<file path="config.mk">
export PLATFORM = sky130hd
export DESIGN_NAME = ahb_cache_bridge_flat
export DESIGN_NICKNAME = d
export VERILOG_FILES = /design/src/rtl/ahb_cache_bridge_if.sv /design/src/rtl/ahb_cache_bridge.sv /design/src/flat_wrapper.sv
export SDC_FILE = /design/constraint.sdc
export NUM_CORES = 1
export LEC_CHECK = 0
export BUFFER_PORTS_ARGS = -buffer_cell sky130_fd_sc_hd__buf_2
export CAP_MARGIN = 15
export CORE_MARGIN = 1.5
export CORE_UTILIZATION = 45
export CTS_BUF_LIST = sky130_fd_sc_hd__clkbuf_4
export CTS_CLUSTER_DIAMETER = 150
export DETAILED_ROUTE_END_ITERATION = 10
export GPL_TIMING_DRIVEN = 0
export PLACE_DENSITY = 0.73
export SYNTH_ARGS = -nofsm -noshare
export SYNTH_HDL_FRONTEND = slang
export SYNTH_SLANG_ARGS = --single-unit
</file>
<file path="constraint.sdc">
create_clock -name clk -period 3.9 [get_ports clk]
set_input_delay 0.585 -clock clk [delete_from_list [all_inputs] [get_ports clk]]
set_output_delay 0.585 -clock clk [all_outputs]
set_load 0.01 [all_outputs]
</file>
<file path="src/rtl/ahb_cache_bridge_if.sv">
// AHB-Lite bus bundle between the CPU data port and ahb_cache_bridge.
//   master : CPU / bus side, drives address phase, write data and bus-wide hready
//   slave  : the bridge, returns hrdata, hreadyout and hresp
interface ahb_cache_bridge_if #(
    parameter int unsigned W_ADDR = 32
);
    logic [W_ADDR-1:0] haddr;
    logic              hwrite;
    logic [2:0]        hsize;
    logic [1:0]        htrans;
    logic              hready;
    logic [31:0]       hwdata;
    logic [31:0]       hrdata;
    logic              hreadyout;
    logic              hresp;

    modport master (
        output haddr, hwrite, hsize, htrans, hready, hwdata,
        input  hrdata, hreadyout, hresp
    );

    modport slave (
        input  haddr, hwrite, hsize, htrans, hready, hwdata,
        output hrdata, hreadyout, hresp
    );
endinterface

</file>
<file path="src/rtl/ahb_cache_bridge.sv">
// AHB-Lite slave that turns single data-bus transfers into one-word requests on the
// cache_ctrl user port, with byte-mask generation, alignment/size error responses and
// debug counters.
// Ports:
//   clk, rst_x          clock, asynchronous active-low reset
//   ahb (slave modport) AHB-Lite bus: haddr/hwrite/hsize/htrans/hready/hwdata in,
//                       hrdata/hreadyout/hresp out
//   c_rd_en, c_wr_en    cache read / write request
//   c_addr, c_wdata     cache address and lane-aligned write data (held per request)
//   c_mask              byte enables
//   c_rdata, c_busy,    cache read data, busy and hit indication
//   c_oe
//   o_rd_cnt, o_wr_cnt  completed reads / writes
//   o_stall_cnt         cycles with hreadyout=0 and hresp=0
module ahb_cache_bridge #(
    parameter int unsigned W_ADDR    = 32,
    parameter bit          WORD_ADDR = 1'b1,
    parameter int unsigned CNT_W     = 32
) (
    input  logic             clk,
    input  logic             rst_x,
    ahb_cache_bridge_if.slave ahb,
    output logic             c_rd_en,
    output logic             c_wr_en,
    output logic [31:0]      c_addr,
    output logic [31:0]      c_wdata,
    output logic [3:0]       c_mask,
    input  logic [31:0]      c_rdata,
    input  logic             c_busy,
    input  logic             c_oe,
    output logic [CNT_W-1:0] o_rd_cnt,
    output logic [CNT_W-1:0] o_wr_cnt,
    output logic [CNT_W-1:0] o_stall_cnt
);

    localparam logic [3:0] IDLE  = 4'd0;
    localparam logic [3:0] RD    = 4'd1;
    localparam logic [3:0] WCAP  = 4'd2;
    localparam logic [3:0] WISS  = 4'd3;
    localparam logic [3:0] WBSY  = 4'd4;
    localparam logic [3:0] WDONE = 4'd5;
    localparam logic [3:0] DONE  = 4'd6;
    localparam logic [3:0] ERR1  = 4'd7;
    localparam logic [3:0] ERR2  = 4'd8;

    logic [3:0]       state_q, state_d;
    logic [31:0]      c_addr_q, c_addr_d;
    logic [31:0]      c_wdata_q, c_wdata_d;
    logic [3:0]       c_mask_q, c_mask_d;
    logic [3:0]       mask_q, mask_d;
    logic [31:0]      hrdata_q, hrdata_d;
    logic [CNT_W-1:0] rd_cnt_q, rd_cnt_d;
    logic [CNT_W-1:0] wr_cnt_q, wr_cnt_d;
    logic [CNT_W-1:0] stall_cnt_q, stall_cnt_d;

    logic             accept;
    logic             bad_xfer;
    logic [3:0]       new_mask;
    logic [W_ADDR-1:0] addr_conv;
    logic             ready_out;
    logic             resp_out;

    // Mask and legality of the transfer currently in its address phase.
    always_comb begin
        new_mask = 4'b0000;
        bad_xfer = 1'b0;
        unique case (ahb.hsize)
            3'd0: new_mask = 4'b0001 << ahb.haddr[1:0];
            3'd1: begin
                new_mask = 4'b0011 << ahb.haddr[1:0];
                bad_xfer = ahb.haddr[0];
            end
            3'd2: begin
                new_mask = 4'b1111;
                bad_xfer = (ahb.haddr[1:0] != 2'b00);
            end
            default: bad_xfer = 1'b1;
        endcase
    end

    always_comb begin
        if (WORD_ADDR) begin
            addr_conv = ahb.haddr >> 2;
        end else begin
            addr_conv = {ahb.haddr[W_ADDR-1:2], 2'b00};
        end
    end

    // ERR2 returns hreadyout=1, so the bus may present a new address phase there too.
    assign accept = ((state_q == IDLE) || (state_q == DONE) || (state_q == ERR2)) &&
                    ahb.hready && ahb.htrans[1];

    always_comb begin
        ready_out = 1'b1;
        resp_out  = 1'b0;
        unique case (state_q)
            RD, WCAP, WISS, WBSY, WDONE: ready_out = 1'b0;
            ERR1: begin
                ready_out = 1'b0;
                resp_out  = 1'b1;
            end
            ERR2: resp_out = 1'b1;
            default: ;
        endcase
    end

    always_comb begin
        state_d     = state_q;
        c_addr_d    = c_addr_q;
        c_wdata_d   = c_wdata_q;
        c_mask_d    = c_mask_q;
        mask_d      = mask_q;
        hrdata_d    = hrdata_q;
        rd_cnt_d    = rd_cnt_q;
        wr_cnt_d    = wr_cnt_q;
        stall_cnt_d = stall_cnt_q;

        if (!ready_out && !resp_out) begin
            stall_cnt_d = stall_cnt_q + CNT_W'(1);
        end

        unique case (state_q)
            IDLE, DONE, ERR2: begin
                if (accept) begin
                    if (bad_xfer) begin
                        state_d = ERR1;
                    end else begin
                        c_addr_d = 32'(addr_conv);
                        mask_d   = new_mask;
                        state_d  = ahb.hwrite ? WCAP : RD;
                    end
                end else begin
                    state_d = IDLE;
                end
            end
            RD: begin
                if (!c_busy && c_oe) begin
                    hrdata_d = c_rdata;
                    rd_cnt_d = rd_cnt_q + CNT_W'(1);
                    state_d  = DONE;
                end
            end
            WCAP: begin
                // hwdata is valid in the data phase, one cycle after the address phase.
                c_wdata_d = ahb.hwdata;
                c_mask_d  = mask_q;
                state_d   = WISS;
            end
            WISS: begin
                if (!c_busy) begin
                    state_d = WBSY;
                end
            end
            WBSY: begin
                if (c_busy) begin
                    state_d = WDONE;
                end
            end
            WDONE: begin
                if (!c_busy) begin
                    wr_cnt_d = wr_cnt_q + CNT_W'(1);
                    state_d  = DONE;
                end
            end
            ERR1:    state_d = ERR2;
            default: state_d = IDLE;
        endcase
    end

    always_ff @(posedge clk or negedge rst_x) begin
        if (!rst_x) begin
            state_q     <= IDLE;
            c_addr_q    <= '0;
            c_wdata_q   <= '0;
            c_mask_q    <= '0;
            mask_q      <= '0;
            hrdata_q    <= '0;
            rd_cnt_q    <= '0;
            wr_cnt_q    <= '0;
            stall_cnt_q <= '0;
        end else begin
            state_q     <= state_d;
            c_addr_q    <= c_addr_d;
            c_wdata_q   <= c_wdata_d;
            c_mask_q    <= c_mask_d;
            mask_q      <= mask_d;
            hrdata_q    <= hrdata_d;
            rd_cnt_q    <= rd_cnt_d;
            wr_cnt_q    <= wr_cnt_d;
            stall_cnt_q <= stall_cnt_d;
        end
    end

    // Write strobe is a single cycle: it only fires in WISS when the cache is free,
    // and that same condition moves the FSM on to WBSY.
    assign c_rd_en       = (state_q == RD);
    assign c_wr_en       = (state_q == WISS) && !c_busy;
    assign c_addr        = c_addr_q;
    assign c_wdata       = c_wdata_q;
    assign c_mask        = c_mask_q;
    assign ahb.hrdata    = hrdata_q;
    assign ahb.hreadyout = ready_out;
    assign ahb.hresp     = resp_out;
    assign o_rd_cnt      = rd_cnt_q;
    assign o_wr_cnt      = wr_cnt_q;
    assign o_stall_cnt   = stall_cnt_q;

endmodule

</file>
<file path="src/flat_wrapper.sv">
// flat-port wrapper written by rule: the top's interface ports become plain ports
module ahb_cache_bridge_flat 
#(
    parameter int unsigned W_ADDR    = 32,
    parameter bit          WORD_ADDR = 1'b1,
    parameter int unsigned CNT_W     = 32
)
  (clk, rst_x, c_rd_en, c_wr_en, c_addr, c_wdata, c_mask, c_rdata, c_busy, c_oe, o_rd_cnt, o_wr_cnt, o_stall_cnt, ahb_haddr, ahb_hwrite, ahb_hsize, ahb_htrans, ahb_hready, ahb_hwdata, ahb_hrdata, ahb_hreadyout, ahb_hresp);
  ahb_cache_bridge_if #(.W_ADDR(W_ADDR)) ahb_i ();
  input  logic clk;
  input  logic rst_x;
  output logic c_rd_en;
  output logic c_wr_en;
  output logic [31:0] c_addr;
  output logic [31:0] c_wdata;
  output logic [3:0] c_mask;
  input  logic [31:0] c_rdata;
  input  logic c_busy;
  input  logic c_oe;
  output logic [CNT_W-1:0] o_rd_cnt;
  output logic [CNT_W-1:0] o_wr_cnt;
  output logic [CNT_W-1:0] o_stall_cnt;
  input wire logic [$bits(ahb_i.haddr)-1:0] ahb_haddr;
  input wire logic [$bits(ahb_i.hwrite)-1:0] ahb_hwrite;
  input wire logic [$bits(ahb_i.hsize)-1:0] ahb_hsize;
  input wire logic [$bits(ahb_i.htrans)-1:0] ahb_htrans;
  input wire logic [$bits(ahb_i.hready)-1:0] ahb_hready;
  input wire logic [$bits(ahb_i.hwdata)-1:0] ahb_hwdata;
  output wire logic [$bits(ahb_i.hrdata)-1:0] ahb_hrdata;
  output wire logic [$bits(ahb_i.hreadyout)-1:0] ahb_hreadyout;
  output wire logic [$bits(ahb_i.hresp)-1:0] ahb_hresp;
  assign ahb_i.haddr = ahb_haddr;
  assign ahb_i.hwrite = ahb_hwrite;
  assign ahb_i.hsize = ahb_hsize;
  assign ahb_i.htrans = ahb_htrans;
  assign ahb_i.hready = ahb_hready;
  assign ahb_i.hwdata = ahb_hwdata;
  assign ahb_hrdata = ahb_i.hrdata;
  assign ahb_hreadyout = ahb_i.hreadyout;
  assign ahb_hresp = ahb_i.hresp;
  ahb_cache_bridge #(.W_ADDR(W_ADDR), .WORD_ADDR(WORD_ADDR), .CNT_W(CNT_W)) u_core (.clk(clk), .rst_x(rst_x), .ahb(ahb_i), .c_rd_en(c_rd_en), .c_wr_en(c_wr_en), .c_addr(c_addr), .c_wdata(c_wdata), .c_mask(c_mask), .c_rdata(c_rdata), .c_busy(c_busy), .c_oe(c_oe), .o_rd_cnt(o_rd_cnt), .o_wr_cnt(o_wr_cnt), .o_stall_cnt(o_stall_cnt));
endmodule
</file>
=== After elaboration in Yosys (flattened, before gate mapping) ===
Cells that the tools add are included.

* Register bits: 202
* Input bits: 107
* Output and inout bits: 200
* Logic and storage cells: 61

* Add/sub/neg operators: 3
* Equal/unequal tests: 14
* Shift-type cells: 2
* Multiplexer cells: 12
* Bitwise logic cells: 2
* Reductions and logical operators: 19

{| class="wikitable"
|+ Operators with widths
! operator !! number
|-
| 32-bit by 1-bit adder with 32-bit output, second input constant || 3
|-
| 4-bit one-hot mux with 7 select lines || 1
|-
| 4-bit two-way mux || 6
|-
| 4-bit by 3-bit == test with 1-bit output, second input constant || 4
|-
| 4-bit one-hot mux with 3 select lines || 1
|-
| 4-bit by 2-bit == test with 1-bit output, second input constant || 2
|-
| 2-bit != test, second input constant || 3
|-
| 6-bit OR reduction || 1
|-
| 1-bit logical AND || 5
|-
| 4-bit by 1-bit == test with 1-bit output, second input constant || 1
|-
| 4-bit == test, second input constant || 1
|-
| 4-bit zero test || 1
|-
| 2-bit AND reduction || 2
|-
| 4-bit AND reduction || 1
|-
| 1-bit by 2-bit << shifter with 4-bit output, first input constant || 1
|-
| 2-bit by 2-bit << shifter with 4-bit output, first input constant || 1
|-
| 3-bit by 1-bit == test with 1-bit output, second input constant || 1
|-
| 3-bit by 2-bit == test with 1-bit output, second input constant || 1
|-
| 3-bit zero test || 1
|-
| 1-bit one-hot mux with 3 select lines || 1
|-
| 3-bit AND reduction || 1
|-
| 3-bit OR reduction || 1
|-
| 1-bit zero test || 2
|-
| 1-bit logical OR || 2
|-
| other kinds (6) || 8
|}

=== Logic depth before layout (Yosys ltp) ===
* Depth after elaboration: 7
* Gate-level depth with buffers: 8
* Mapped depth without buffers: 6

=== Worst setup path before layout ===
No wires, ideal clock.

* Path type: register to register
* Start: register u_core.state_q[1]
* End: register u_core.rd_cnt_q[13] (netlist: u_core.o_rd_cnt[13])
* Setup time: 126 ps
* Data arrival time: 1942 ps
* Required time: 3774 ps
* Setup slack: 1832 ps
* Cell stages (with the launch flop): 6
* Buffers on the path: 0
* Period minus slack after synthesis: 2068 ps
* Cell sequence: dfrtp_1 or4b_4 nor3_4 nand4_2 or3_1 xnor2_1

* Cells in the longest elaborated chain, start to end: 2

{| class="wikitable"
|+ RTL lines
! item !! line !! RTL
|-
| from (decl) || ahb_cache_bridge.sv:46 || <nowiki>logic [3:0] state_q, state_d;</nowiki>
|-
| from (signal assigned) || ahb_cache_bridge.sv:182 || <nowiki>state_q <= state_d;</nowiki>
|-
| 4-bit by 1-bit == test with 1-bit output || ahb_cache_bridge.sv:122 || <nowiki>unique case (state_q)</nowiki>
|-
| 2-bit AND reduction (no source line) || - ||
|-
| to (signal assigned) || ahb_cache_bridge.sv:188 || <nowiki>rd_cnt_q <= rd_cnt_d;</nowiki>
|-
| to (decl) || ahb_cache_bridge.sv:52 || <nowiki>logic [CNT_W-1:0] rd_cnt_q, rd_cnt_d;</nowiki>
|}

No other way between the ends.
A chain may end at the register's enable or synchronous reset.

=== Worst setup path after layout ===
* Start: register u_core.state_q[0]
* End: output port ahb_hresp

* Cells in the longest elaborated chain, start to end: 3

{| class="wikitable"
|+ RTL lines
! item !! line !! RTL
|-
| 4-bit by 3-bit == test with 1-bit output or 4-bit == test (tied branches) || ahb_cache_bridge.sv:96 || <nowiki>unique case (state_q)</nowiki>
|-
| 2-bit OR reduction (no source line) (*) || - ||
|-
| 1-bit two-way mux (*) || ahb_cache_bridge.sv:96 ||
|-
| to (decl) || flat_wrapper.sv:31 || <nowiki>output wire logic [$bits(ahb_i.hresp)-1:0] ahb_hresp;</nowiki>
|}

Mark *: on every way between the ends. The rest lies on a longest branch, timed or not.

==> reports/qor.txt <==
Antenna Violating Nets Remaining -> 0
Hold Crit Depth -> 3
hold crit path type -> primary input to flop
most common cell in the netlist -> dfrtp_1
Post-route DRC -> 0
placed insts -> 1278
reg2reg end -> u_core.c_mask[1]$_DFFE_PN0P_
Yosys Warn Count -> 0
clk slew on worst S/H paths -> 60 ps
Final period util -> 0.696
Yosys cell types -> 48
TritonCTS Buffers -> 54
dpl hpwl -> 14400 um
peak supply drop -> 370 uV
Worst-Margin Slew -> 879 ps
CP arrival -> 2130 ps
area of the mapped netlist -> 8580 um2
#FFs+latches synth -> 202
leakage -> 5.98 nW
Total GRT Usage -> 0.203
max frequency -> 368 MHz
detailed-route vias per instance -> 4.89
Synth Instances -> 739
R2R cell count -> 5
hold wc startpoint -> c_rdata[23]
Critical R2R Launch -> u_core.state_q[1]$_DFFE_PN0P_
Final nets -> 1211
status -> completed
critical path required time -> 3310 ps
core box area -> 18700 um2
CP max FO -> 10
pin count of the biggest net entering global routing -> 106
MaxCap Viol Count -> 0
Post-CTS Setup Bufs -> 0
Yosys top cell by area -> dfrtp_1
count of non-filler cells in the finished layout -> 1377
Tot Pwr -> 0.00685 W
# clock sinks -> 202
initial antenna violation count -> 3
asr flop ratio synth -> 1.00
Slew headroom -> 0.412
Post-synth EDFFs -> 0
cell area after layout -> 11100 um2
critical path type -> flop to output port
R2R Setup Slk -> 1320 ps
ys flop type -> dfrtp_1
First DRT Iteration DRCs -> 287
RSZ-0062 raised after global routing -> false
startpoint types -> flop
vias in the first global route -> 6613
Vert. Die Dim -> 141 um
Hold Path End -> u_core.ahb.hrdata[23]$_DFFE_PN0P_
min cycle time layout -> 2710 ps
number of H-tree levels -> 2
CTS tree -> yes
WL final -> 20100 um
full die area -> 19900 um2
pwr dens -> 618 nW/um2
CP endpoint kind -> output port
GRT overflow -> 0
Slew Limit Fails -> 0
Final Hold Vio Count -> 0
Final setup viols -> 0
drt first pass iters -> 4
root buffer selected by CTS -> clkbuf_4
Synth area leaders -> dfrtp_1 (59%), mux2_2 (8.8%), nand2_1 (6.3%)
via count -> 6729
routed len/inst -> 14.6 um
io pins -> 307
first-pass GRT wire length -> 32800 um
post-CTS sizing -> 0
top cells by count, synth -> dfrtp_1 (202), nand2_1 (143), mux2_2 (67)
Core Rows -> 50
Hold Buf Count CTS -> 1
Area Overhead vs Synth -> 29.4%
IO buf count -> 303
Yosys top cell area share -> 0.589
share of layout cells above drive strength 1 -> 0.418
Avg Cell Area, Syn -> 11.6 um2
fin util -> 0.593
clk_lat worst skew -> 640 ps
hold_ws -> 136 ps
CTS Buffer Depth -> 3
Starting Density -> 0.459
gp weighted congestion -> 0.803
final setup skew -> 25.9 ps
register area share after synthesis -> 0.589
Cell Area, Placed -> 10400 um2
chip width -> 141 um
## state kept, by name (all words and copies together), names as in the netlist
| register | cells |
|---|---|
| u_core.c_addr | 30 |
| u_core.state_q | 4 |
| u_core.o_rd_cnt | 32 |
| u_core.mask_q | 4 |
| u_core.ahb.hrdata | 32 |
| u_core.c_mask | 4 |
| u_core.o_wr_cnt | 32 |
| u_core.c_wdata | 32 |
| u_core.o_stall_cnt | 32 |
## per-layer routing
metal / GRT usage / up-vias / wire length [um]
met1: 0.259 / 3197 / 8590
li1: - / 3266 / -
met3: 0.0598 / 33 / 1460
met4: 0.0795 / 0 / 434
met2: 0.327 / 233 / 9580
met5: 0 / - / 0
## layout by cell type, fill, tap and decap left out, types with 4 or more instances in the layout
master    Yosys  layout
buf_2        10     312
dfrtp_1     202     202
xor2_1       35      35
o21ai_0      11      11
nand2b_1      6       6
clkbuf_1     11      11
mux2_2       67      67
and3_1       13      13
nand4_1      24      24
nor3_1       14      14
clkbuf_4      0      78
and2_1        4       4
nand3_1      27      27
a21oi_1       5       5
xnor2_1      59      59
nor2b_1       4       4
and4_1       10      10
nor4_1       10      10
nor2_1       28      28
inv_1        15      15
clkinv_1      1      17
buf_4         4       4
nand2_1     143     143
## layout make-up
class                           count  area [um2]
Antenna cell                        3        7.51
Buffer                             25         121
Clock buffer                       78         586
Clock inverter                     17        65.1
Fill cell                        1622        7610
Inverter                           16        60.1
Multi-Input combinational cell    497        3350
Sequential cell                   202        5050
Tap cell                          234         293
Timing Repair Buffer              305        1560
## cell families (layout without fill, tap and decap cells)
| family | count (synthesis) | after routing | share of synthesized area |
|---|---|---|---|
| simple gates | 307 | 307 | 0.184 |
| flops | 202 | 202 | 0.589 |
| xor+xnor | 94 | 94 | 0.0960 |
| mux | 68 | 68 | 0.0891 |
| buf+inv | 41 | 441 | 0.0211 |
| compound gates | 23 | 23 | 0.0159 |
| fa+ha+maj | 3 | 3 | 0.00438 |
| other cells | 1 | 5 | 0.000437 |
## per-stage QoR
step	TNS [ps]	worst slack, ps
after CTS	0	1130
after global placement	-238390	-1200
after detailed placement	0	1220
after floorplan	0	1830
final	0	1190
after global routing	0	1000
## critical path, cell delays in order (launching register included)
cell and delay, ps:
dfrtp_1 380, buf_2 170, nor3_1 590, a21o_1 220, buf_2 140
## how the worst max path moves through the flow
stage	cells past startpoint	from	slack, ps	endpoint
floorplan	5	u_core.state_q[1]$_DFFE_PN0P_	1830	u_core.o_rd_cnt[13]$_DFFE_PN0P_
global placement	1	rst_x	-1200	u_core.c_wdata[15]$_DFFE_PN0P_
detailed placement	5	u_core.state_q[1]$_DFFE_PN0P_	1220	u_core.c_mask[2]$_DFFE_PN0P_
CTS	4	u_core.state_q[0]$_DFFE_PN0P_	1130	ahb_hresp
global route	5	u_core.state_q[1]$_DFFE_PN0P_	1000	u_core.c_wdata[26]$_DFFE_PN0P_
finish	4	u_core.state_q[0]$_DFFE_PN0P_	1190	ahb_hresp
## where the power goes
part           switching [W]  internal (W)  total (W)
clock               0.000850      0.000913    0.00176
combinational        0.00109      0.000978    0.00207
sequential          0.000341       0.00268    0.00302
total                0.00228       0.00457    0.00685
Note: power is estimated with default switching activity, not from simulation.
